<file path="src/rtl/fns_pkg.sv">
// Shared definitions for the Zeckendorf (Fibonacci numeral system) encoder:
// widths, the controller state enum and the weight function w(k).
package fns_pkg;

  localparam int DATA_W = 8;
  localparam int CODE_W = 12;
  localparam int FNS_W  = DATA_W + 1;
  localparam int K_W    = $clog2(CODE_W);

  typedef enum logic [1:0] {
    ST_IDLE = 2'd0,
    ST_GEN  = 2'd1,
    ST_ENC  = 2'd2,
    ST_DONE = 2'd3
  } fns_state_t;

  // w(0)=1, w(1)=2, w(k)=w(k-1)+w(k-2)
  function automatic int fns_weight(input int k);
    int lo;
    int hi;
    int nxt;
    lo = 1;
    hi = 2;
    if (k == 0) return 1;
    for (int i = 1; i < k; i++) begin
      nxt = lo + hi;
      lo  = hi;
      hi  = nxt;
    end
    return hi;
  endfunction

  // The codeword must be able to represent every data value, and the top
  // weight generated during GEN must fit the FNS_W-bit step adder.
  localparam bit FNS_COVERS_RANGE = fns_weight(CODE_W) > ((2 ** DATA_W) - 1);
  localparam bit FNS_TOP_FITS     = fns_weight(CODE_W - 1) < (2 ** (DATA_W + 1));
  localparam bit FNS_PARAMS_OK    = FNS_COVERS_RANGE && FNS_TOP_FITS;

endpackage

</file>
<file path="src/rtl/fib_step_adder.sv">
// Shared Fibonacci step adder: walks the weight pair up (a+b) or down (b-a).
module fib_step_adder
  import fns_pkg::*;
(
  input  logic [FNS_W-1:0] a,
  input  logic [FNS_W-1:0] b,
  input  logic             mode,
  output logic [FNS_W-1:0] y
);

  // mode 0 generates the next weight, mode 1 recovers the previous one
  always_comb begin
    y = mode ? (b - a) : (a + b);
  end

endmodule

</file>
<file path="src/rtl/fns_encode_ctrl.sv">
// Sequential Zeckendorf encoder controller. GEN walks the weight pair up to
// w(CODE_W-1); ENC walks it back down, greedily subtracting each weight from
// the residual and setting the matching codeword bit. err_in bypasses the
// encoder and forwards the raw word with err_out set.
module fns_encode_ctrl
  import fns_pkg::*;
(
  input  logic              clk,
  input  logic              rst,
  input  logic              in_valid,
  output logic              in_ready,
  input  logic [DATA_W-1:0] data_in,
  input  logic              err_in,
  output logic              out_valid,
  input  logic              out_ready,
  output logic [CODE_W-1:0] code_out,
  output logic              err_out,
  output logic              busy
);

  fns_state_t        state_reg, state_next;
  logic [FNS_W-1:0]  a_reg, a_next;
  logic [FNS_W-1:0]  b_reg, b_next;
  logic [FNS_W-1:0]  r_reg, r_next;
  logic [K_W-1:0]    k_reg, k_next;
  logic [CODE_W-1:0] code_reg, code_next;
  logic              err_reg, err_next;
  logic              out_valid_reg;

  logic [FNS_W-1:0]  step_y;
  logic              step_sub;
  logic              take;

  // Single shared adder: add while generating, subtract while encoding
  assign step_sub = (state_reg == ST_ENC);

  fib_step_adder u_step (
    .a    (a_reg),
    .b    (b_reg),
    .mode (step_sub),
    .y    (step_y)
  );

  // Residual comparator is independent of the step adder
  assign take = (r_reg >= b_reg);

  // State and datapath registers
  always_ff @(posedge clk) begin
    if (rst) begin
      state_reg     <= ST_IDLE;
      a_reg         <= '0;
      b_reg         <= '0;
      r_reg         <= '0;
      k_reg         <= '0;
      code_reg      <= '0;
      err_reg       <= 1'b0;
      out_valid_reg <= 1'b0;
    end else begin
      state_reg     <= state_next;
      a_reg         <= a_next;
      b_reg         <= b_next;
      r_reg         <= r_next;
      k_reg         <= k_next;
      code_reg      <= code_next;
      err_reg       <= err_next;
      out_valid_reg <= (state_next == ST_DONE);
    end
  end

  // Next-state and datapath update
  always_comb begin
    state_next = state_reg;
    a_next     = a_reg;
    b_next     = b_reg;
    r_next     = r_reg;
    k_next     = k_reg;
    code_next  = code_reg;
    err_next   = err_reg;
    case (state_reg)
      ST_IDLE: begin
        if (in_valid) begin
          if (err_in) begin
            code_next  = {{(CODE_W-DATA_W){1'b0}}, data_in};
            err_next   = 1'b1;
            state_next = ST_DONE;
          end else begin
            r_next     = {1'b0, data_in};
            a_next     = FNS_W'(1);
            b_next     = FNS_W'(2);
            k_next     = K_W'(1);
            code_next  = '0;
            err_next   = 1'b0;
            state_next = ST_GEN;
          end
        end
      end
      ST_GEN: begin
        // Invariant: b = w(k), a = w(k-1)
        a_next = b_reg;
        b_next = step_y;
        k_next = k_reg + K_W'(1);
        if (k_reg == K_W'(CODE_W - 2)) state_next = ST_ENC;
      end
      ST_ENC: begin
        if (take) begin
          code_next[k_reg] = 1'b1;
          r_next           = r_reg - b_reg;
        end
        // At k=0 the step result is unused; the walk ends here
        b_next = a_reg;
        a_next = step_y;
        k_next = k_reg - K_W'(1);
        if (k_reg == '0) state_next = ST_DONE;
      end
      ST_DONE: begin
        if (out_ready) state_next = ST_IDLE;
      end
      default: state_next = ST_IDLE;
    endcase
  end

  assign in_ready  = (state_reg == ST_IDLE);
  assign busy      = (state_reg == ST_GEN) || (state_reg == ST_ENC);
  assign out_valid = out_valid_reg;
  assign code_out  = code_reg;
  assign err_out   = err_reg;

  // A finished encode must have consumed the whole residual; a non-zero
  // residual means the weight set cannot cover the data range.
  assert property (@(posedge clk) disable iff (rst)
    (state_reg == ST_DONE && !err_reg) |-> (r_reg == '0 && FNS_PARAMS_OK));

endmodule

</file>
<file path="config.mk">
export PLATFORM = sky130hd
export DESIGN_NAME = fns_encode_ctrl
export DESIGN_NICKNAME = d
export VERILOG_FILES = /design/src/rtl/fns_pkg.sv /design/src/rtl/fib_step_adder.sv /design/src/rtl/fns_encode_ctrl.sv
export SDC_FILE = /design/constraint.sdc
export NUM_CORES = 1
export LEC_CHECK = 0
export CELL_PAD_IN_SITES_DETAIL_PLACEMENT = 0
export CELL_PAD_IN_SITES_GLOBAL_PLACEMENT = 1
export CORE_MARGIN = 1
export CORE_UTILIZATION = 30
export DETAILED_ROUTE_END_ITERATION = 6
export HOLD_SLACK_MARGIN = 0.12
export PLACE_DENSITY_LB_ADDON = 0.1
export SYNTH_ARGS = -nofsm -noshare
export SYNTH_HDL_FRONTEND = slang
export SYNTH_HIERARCHICAL = 1
export SYNTH_SLANG_ARGS = --single-unit
</file>
<file path="constraint.sdc">
create_clock -name clk -period 7.55 [get_ports clk]
set_input_delay 0.755 -clock clk [delete_from_list [all_inputs] [get_ports clk]]
set_output_delay 0.755 -clock clk [all_outputs]
set_load 0.05 [all_outputs]
</file>
==> reports/metrics.yaml <==
place:
  dp_hpwl_mm: 6.23
  portBuffers: 28
  placed_cells: 548
  gp_congestion: 0.737
  place_area_sq_um: 3690
clock_network:
  numCtsBuffers: 5
  cts_setup_buffers: 0
  clockBufferDepth: 2
  clk_latency_ps: 310
  cts_resized: 0
  cts_tree: "done"
  ctsHoldBuffers: 0
  root_buffer: "clkbuf_8"
  htreeDepth: 2
  clkTransAtPathRegs_ps: 90
  clock_sinks: 47
layout:
  nets: 456
  drive_above_1_share_pct: 10.3
  largest_register_ffs: 12
  fin_area_sq_um: 3770
  syn2layout_area_growth_pct: 13.3
  stdcell_count: 556
  fill_cells: 1161
  utilization_pct: 34.8
  antenna_cells: 0
yosys:
  synth_top_area_cell: "dfxtp_1"
  synthesis.instances: 402
  synth_area_leaders: "dfxtp_1, ha_1, a21oi_1"
  synth_area_sq_um: 3330
  synth.most_common_cell: "dfxtp_1"
  syn_avg_cell_area_sq_um: 8.29
  ys.flop_type: "dfxtp_1"
  yosys-top-cells-count: "dfxtp_1, a21oi_1, nand2_1, nor2_1"
  yosysWarnings: 6
  ys_seq_area_share_pct: 28.2
  synth_edf_count: 0
  synth_cell_types: 53
  ys_ff_latch: 47
  synth-async-reset-ratio_pct: 0
  synth_nets: 443
  synth_top_area_share_pct: 28.2
run:
  drv_cap: 0
sta:
  tightest_slew_ps: 1060
  skew_ps: 13.1
  fin_hold_ws_ps: 469
  fin_crit_sh_pct: 44.9
  fmax_mhz: 295
  slew_violations: 0
  grt_setup_unrepaired: "false"
  finalHoldViolations: 0
  fin_crit_ps: 3390
  final-setup-viol-count: 0
  maxSlewHeadroom_pct: 29.0
  setup_tns_ps: 0
outcome:
  run_status: "finished clean"
pwr:
  power_leakage_nw: 1.35
  switching_share_pct: 49.3
  power.internal_w: 0.000821
  pwr-share-comb_pct: 68.5
  p_clk_share_pct: 9.7
  seqPwrFrac_pct: 21.8
  powerDensity_nw_per_um2: 429
  max-vdd-ir-drop_mv: 0.244
  switchingPower_w: 0.000798
die:
  rows: 38
  die_w_um: 107
  dieArea_sq_um: 11500
  coreArea_sq_um: 10800
  num_io_pins: 29
  initial_core_util_pct: 30.7
  fp.dieH_um: 107
detailed_routing:
  first_pass_iters: 4
  viasPerCell: 5.11
  avgRoutedWirePerCell_um: 15.5
  vias: 2840
  drt_iter0_drc: 86
  wl_mm: 8.62
  drc_errors: 0
  postRouteAntennaNets: 0
global_route:
  antenna_found_initial: 0
  grt_pass1_wl_mm: 14.3
  grt_max_degree: 47
  grt_pass1_vias: 2744
  grt_util_all_layers_pct: 15.6
  grt_overflow_total: 0
critical_path:
  crit_path_end_kind: "primary output"
  crit_arrival_ps: 2640
  worstSetupPathType: "reg2out"
  crit_fanout: 24
  start_kind: "register"
  cp.required_ps: 6800
hold_path:
  min_path_type: "reg2reg"
==> metal layers <==
metal	vias to the layer above	wire (um)	track usage, %	share of wire, %
li1	1456	-	-	-
met1	1338	4510	22.1	52
met2	39	3840	25.3	45
met3	7	209	2.06	2.4
met4	0	60	3.23	0.70
met5	-	0	0	0
==> cells in the final DEF (no fill, tap or decap), types with 5 or more instances in the layout <==
master           count
a21oi_1             39
nor2b_1              7
xnor2_1             16
o21ai_0             14
nor3_1              10
nand3_1             22
a21oi_2              6
dfxtp_1             47
clkdlybuf4s50_1     27
o21a_1               6
nand2_1             32
nand2b_1             9
inv_1               25
mux2i_1              6
ha_1                25
nor2_1              32
a22o_1              16
clkbuf_8             5
a211oi_2            13
==> critical path, cell delays in order (launching register included) <==
cell,delay (ps)
dfxtp_1,430
inv_1,90
ha_1,870
clkdlybuf4s50_1,950
==> metrics by stage <==
| step | total power, W | setup slack [ps] |
|---|---|---|
| after floorplan | 0.00126 | 4770 |
| after global placement | 0.00147 | 4460 |
| after detailed placement | 0.00147 | 4370 |
| after CTS | 0.00164 | 4150 |
| after global routing | 0.00177 | 4010 |
| final | 0.00162 | 4160 |
==> worst paths after layout <==
path                            to  slack [ps]                    start  cells past startpoint
min           err_out$_SDFFE_PP0P_         470     err_out$_SDFFE_PP0P_                      2
max reg2reg  b_reg[8]$_SDFFE_PP0P_        4350  state_reg[1]$_SDFF_PP0_                     13
min reg2reg   err_out$_SDFFE_PP0P_         470     err_out$_SDFFE_PP0P_                      2
max                           busy        4160  state_reg[1]$_SDFF_PP0_                      3
==> logic make-up (layout without fill, tap and decap cells) <==
family | count (synthesis) | in the layout | share of synthesized area [%]
AO/OA/AOI/OAI | 127 | 127 | 29.0
AND/OR/NAND/NOR | 124 | 124 | 18.1
multiplexers | 7 | 7 | 2.14
XOR/XNOR | 20 | 20 | 5.26
flip-flops | 47 | 47 | 28.2
adder cells (fa/ha/maj) | 28 | 28 | 11.2
buffers and inverters | 49 | 63 | 6.09
==> cell type report <==
class                   count  area [sq um]  share of cell area (%)
multi-input cells         306          2190                    57.9
flip-flops and latches     47           941                    24.9
repair buffers             30           290                    7.69
well taps                 140           175                    4.64
inverters                  25          93.8                    2.49
clock buffers               5          68.8                    1.82
clock inverters             3          18.8                   0.497
==> power groups by stage <==
| stage | sequential, W | clock [W] | combinational, W |
|---|---|---|---|
| 2_1_floorplan | 0.000377 | 0 | 0.000878 |
| 3_3_place_gp | 0.000359 | 0 | 0.00111 |
| 3_5_place_dp | 0.000359 | 0 | 0.00111 |
| 4_1_cts | 0.000354 | 0.000167 | 0.00111 |
| 5_1_grt | 0.000361 | 0.000176 | 0.00123 |
| 6_report | 0.000352 | 0.000158 | 0.00111 |
No activity file was read; power rests on OpenSTA's default activity.
==> RTL change 1, RTL diff (same flow settings) <==
`a_reg`, `b_reg`, `r_reg` and `k_reg` no longer have a reset.
--- a/src/rtl/fns_encode_ctrl.sv
+++ b/src/rtl/fns_encode_ctrl.sv
@@ -49,8 +49,4 @@
     if (rst) begin
       state_reg     <= ST_IDLE;
-      a_reg         <= '0;
-      b_reg         <= '0;
-      r_reg         <= '0;
-      k_reg         <= '0;
       code_reg      <= '0;
       err_reg       <= 1'b0;
@@ -58,12 +54,15 @@
     end else begin
       state_reg     <= state_next;
-      a_reg         <= a_next;
-      b_reg         <= b_next;
-      r_reg         <= r_next;
-      k_reg         <= k_next;
       code_reg      <= code_next;
       err_reg       <= err_next;
       out_valid_reg <= (state_next == ST_DONE);
     end
+  end
+
+  always_ff @(posedge clk) begin
+    a_reg <= a_next;
+    b_reg <= b_next;
+    r_reg <= r_next;
+    k_reg <= k_next;
   end
 
Check against the original RTL: no difference found for any inputs over 10 cycles, from zero or initial values and one cycle with rst high; that may be too few to reach the edited logic, so the function may still have changed.
==> RTL change 1 against the unedited design <==
Synthesized cell count down 17%. Final area is 0.80% higher. Worst setup slack improved by 20 ps. Count of clock-buffer cells in the layout rose by 2. Synthesized area is 1.1% lower. First-iteration DRC count rose by 49%. Sequential cell count did not move. Non-clock buffer count increased by 1. Register-to-register slack worse by 170 ps. Wire length is 7.5% lower. Critical path type is now flop to flop. Critical endpoint is now b_reg[8].
Power is left out: the tool's default activity adds up to more than one toggle a clock period on the data nets, which glitch-free logic cannot reach.
==> RTL change 1: results <==
[finish]
nFlopsAndLatches = 47
fillerInstances = 1084
regArea_um2 = 1250
inv_count = 32
nNetsFinal = 394
layout-drive-gt1-share = 0.0817
nonClockBufferCount = 31
buffer_area_frac = 0.0796
clk_share = 0.0306
multi_input_area_share = 0.485
multiInputCombCellCount = 237

[global_route]
grt_pass1_vias = 2388
grt_pass1_wl_um = 13100
grt_use_total = 0.149
grt_max_degree = 28

[synth]
synth.area.top_cells = edfxtp_1 (28%), dfxtp_1 (9.7%), ha_1 (9.1%), nor2b_1 (4.4%), a22oi_1 (4.1%)
synth_flop_cell = edfxtp_1
ys_seq_area_frac = 0.380
syn-num-nets = 373
synth_edf_count = 31
ys_types = 65
netlist_top_cells_count = edfxtp_1 (31), inv_1 (30), ha_1 (24)

[setup_path]
path_max_fanout = 27
cp_slowest_cell = ha_1
worstRegToRegCells = 12
crit_arrival_ps = 3440
timing.rr.end = b_reg[8]
timing.rr.start = state_reg[0]
cpLargestDelayFamily = adder cells
max_stage_delay_ps = 520

[placement]
place.gp.congestion = 0.734
dpl.hpwl_um = 5960
io_buffers = 28

[drt]
drtIter0Drc = 128
routed_wl_um = 7980
via_per_inst = 5.01

[hold_path]
min_from = err_out

[outcome]
status = completed

[sta]
clock_skew_ps = 8.96
max-slew-margin-rel = 0.286
[RTL change 1: cell types whose count changed after synthesis, sizes merged, moves of 7 or more]
| cell | unedited run | this run |
|---|---|---|
| nor2 | 32 | 22 |
| dfxtp | 47 | 16 |
| edfxtp | 0 | 31 |
| a22oi | 3 | 18 |
| nand3 | 22 | 3 |
| a32o | 0 | 8 |
| nand2 | 32 | 16 |
| nand2b | 11 | 4 |
| clkbuf | 19 | 7 |
| a211oi | 18 | 5 |
| a21oi | 46 | 14 |
| nor2b | 8 | 24 |
[RTL change 1: kinds of logic after synthesis]
family | share of synthesized area
and+or+nand+nor | 0.164
DFF | 0.380
buffers and inverters | 0.0612
muxes | 0.00684
AOI/OAI and AO/OA | 0.228
xor gates and xnor gates | 0.0505
adders and majority gates | 0.109
[RTL change 1: worst max path at each step]
stage,endpoint,start,slack [ps],depth (start not counted)
after detailed placement,b_reg[8],state_reg[0],4170,12
after global routing,a_reg[5],state_reg[0],3900,13
after CTS,a_reg[7],state_reg[0],4150,13
after global placement,a_reg[5],state_reg[0],4230,13
final,b_reg[8],state_reg[0],4180,12
after floorplan,b_reg[8],state_reg[0],4720,12
[RTL change 1: metrics by stage]
stage / instances / hold WS (ps) / instance area [um^2] / utilization
4_1_cts: 491 / 469 / 3800 / 0.364
3_5_place_dp: 483 / 435 / 3690 / 0.353
3_3_place_gp: 483 / 449 / 3690 / 0.353
2_1_floorplan: 333 / 524 / 3290 / -
6_report: 491 / 472 / 3800 / 0.364
5_1_grt: 491 / 496 / 3800 / 0.364
[RTL change 1: metal layers]
layer  vias to the layer above  GRT usage  share of wire
met2                        30      0.228           0.45
li1                       1253          -              -
met1                      1172      0.219           0.52
met3                         6     0.0219          0.022
met5                         -          0              0
met4                         0     0.0352         0.0095
==> RTL change 2, RTL diff (config.mk and constraints unchanged) <==
Made on the original files. The package constant `DATA_W` goes from 8 to 7.
--- a/src/rtl/fns_pkg.sv
+++ b/src/rtl/fns_pkg.sv
@@ -3,5 +3,5 @@
 package fns_pkg;
 
-  localparam int DATA_W = 8;
+  localparam int DATA_W = 7;
   localparam int CODE_W = 12;
   localparam int FNS_W  = DATA_W + 1;
Interface: changed (resized data_in); port bits go from 29 to 28. The function was not compared with the original's and may differ.
==> RTL change 2 against the unedited design <==
Clock power up 20%. Final area down 6.0%. Highest routed layer unchanged. Final cell count decreased by 4.1%. Sequential power increased by 3%. Sequential cell count down 3. Fmax grew 1.4%. Count of clock-buffer cells in the layout is the same. Total power up 5.9%. Synthesized cell count fell by 4.0%. Synthesized area decreased by 5.8%. Critical path depth is the same. Worst setup slack better by 48 ps. Wire length decreased by 2.1%.
==> RTL change 2: results <==
[pwr]
switchingPower_uw = 865
p_seq_uw = 363
p_per_area_nw_per_um2 = 483
combPwrFrac = 0.678
ir_drop_mv = 0.182
p_leak_nw = 1.31

[sta]
finalMaxSlewViolations = 0
max-slew-margin-rel = 0.498
clock_skew_ps = 12.6
finalSetupTns_ps = 0

[hold_path]
min_path_cells = 2
hp-class = flop to flop
min_from = r_reg[2]
hold_end = r_reg[2]

[synth]
synthXorXnorAreaFrac = 0.0447
netlist_top_cells_count = dfxtp_1 (44), nand2_1 (35), a21oi_1 (33)
synth_adder_area_share = 0.111
ys_seq_area_frac = 0.281
muxShareOfSynthArea = 0.0163
avgSynthCellArea_um2 = 8.13
synth_compound_area_frac = 0.256
syn-num-nets = 424
async_reset_ff_frac = 0
synth_warnings = 6
ys_types = 62
synth.area.top_cells = dfxtp_1 (28%), ha_1 (9.2%), a21oi_1 (5.3%), nand2_1 (4.2%), nand3_1 (3.5%)

[setup_path]
cp_slowest_cell = clkdlybuf4s50_1
timing.rr.end = a_reg[6]
max_stage_delay_ps = 940
worstRegToRegCells = 12
crit_arrival_ps = 2590
path_max_fanout = 23

[global_route]
grt_use_total = 0.165
grt_max_degree = 56
grt_overflow_total = 0

[drt]
vias = 2720
drt-pass1-iter-count = 4
wl_per_cell_um = 15.8
drtIter0Drc = 114

[placement]
pre_cts_slack_ps = 4470
place.gp.congestion = 0.740
io_buffers = 27
dpl.hpwl_um = 5880

[finish]
layout-drive-gt1-share = 0.0650
fillerInstances = 1061
largest_reg_flops = 12
nNetsFinal = 437

[outcome]
status = completed

[clock_network]
clk_latency_ps = 310
post-cts-setup-buffer-count = 0
RTL change 2: kinds of logic (layout without fill, tap and decap cells):
| kind of cell | Yosys count | in the layout |
|---|---|---|
| simple gates | 129 | 129 |
| compound gates | 116 | 116 |
| mux | 5 | 5 |
| flops | 44 | 44 |
| xor+xnor | 16 | 16 |
| buf+inv | 50 | 64 |
| fa+ha+maj | 26 | 26 |
RTL change 2: through the flow:
| step | instance area, um^2 | std cells | hold slack [ps] |
|---|---|---|---|
| 2_1_floorplan | 3140 | 386 | 436 |
| 3_3_place_gp | 3440 | 525 | 451 |
| 3_5_place_dp | 3440 | 525 | 462 |
| 4_1_cts | 3550 | 533 | 474 |
| 5_1_grt | 3550 | 533 | 476 |
| 6_report | 3550 | 533 | 472 |
RTL change 2: worst max-delay path: cells and delay by family, from the launching register on:
family,cells,cell delay [ps]
fa+ha+maj,1,790
flops,1,440
buf+inv,2,1050
RTL change 2: how the worst max path moves through the flow:
stage	start	endpoint	slack [ps]	depth (start not counted)
global route	state_reg[1]	busy	4000	3
finish	state_reg[1]	busy	4210	3
floorplan	state_reg[0]	b_reg[6]	4990	12
global placement	state_reg[1]	a_reg[7]	4550	12
CTS	state_reg[1]	busy	4180	3
detailed placement	state_reg[1]	a_reg[6]	4470	12
RTL change 2: layout make-up:
cell class                      count  area share
Clock buffer                        5      0.0194
Multi-Input combinational cell    292       0.563
Sequential cell                    44       0.248
Tap cell                          133      0.0469
Inverter                           26      0.0275
Timing Repair Buffer               30      0.0825
Clock inverter                      3      0.0120
RTL change 2: routing by layer:
layer	global-route usage	wire, um	share of wire
met2	0.267	3850	0.46
met4	0.0337	49	0.0058
met1	0.232	4360	0.52
met3	0.0226	183	0.022
met5	0	0	0
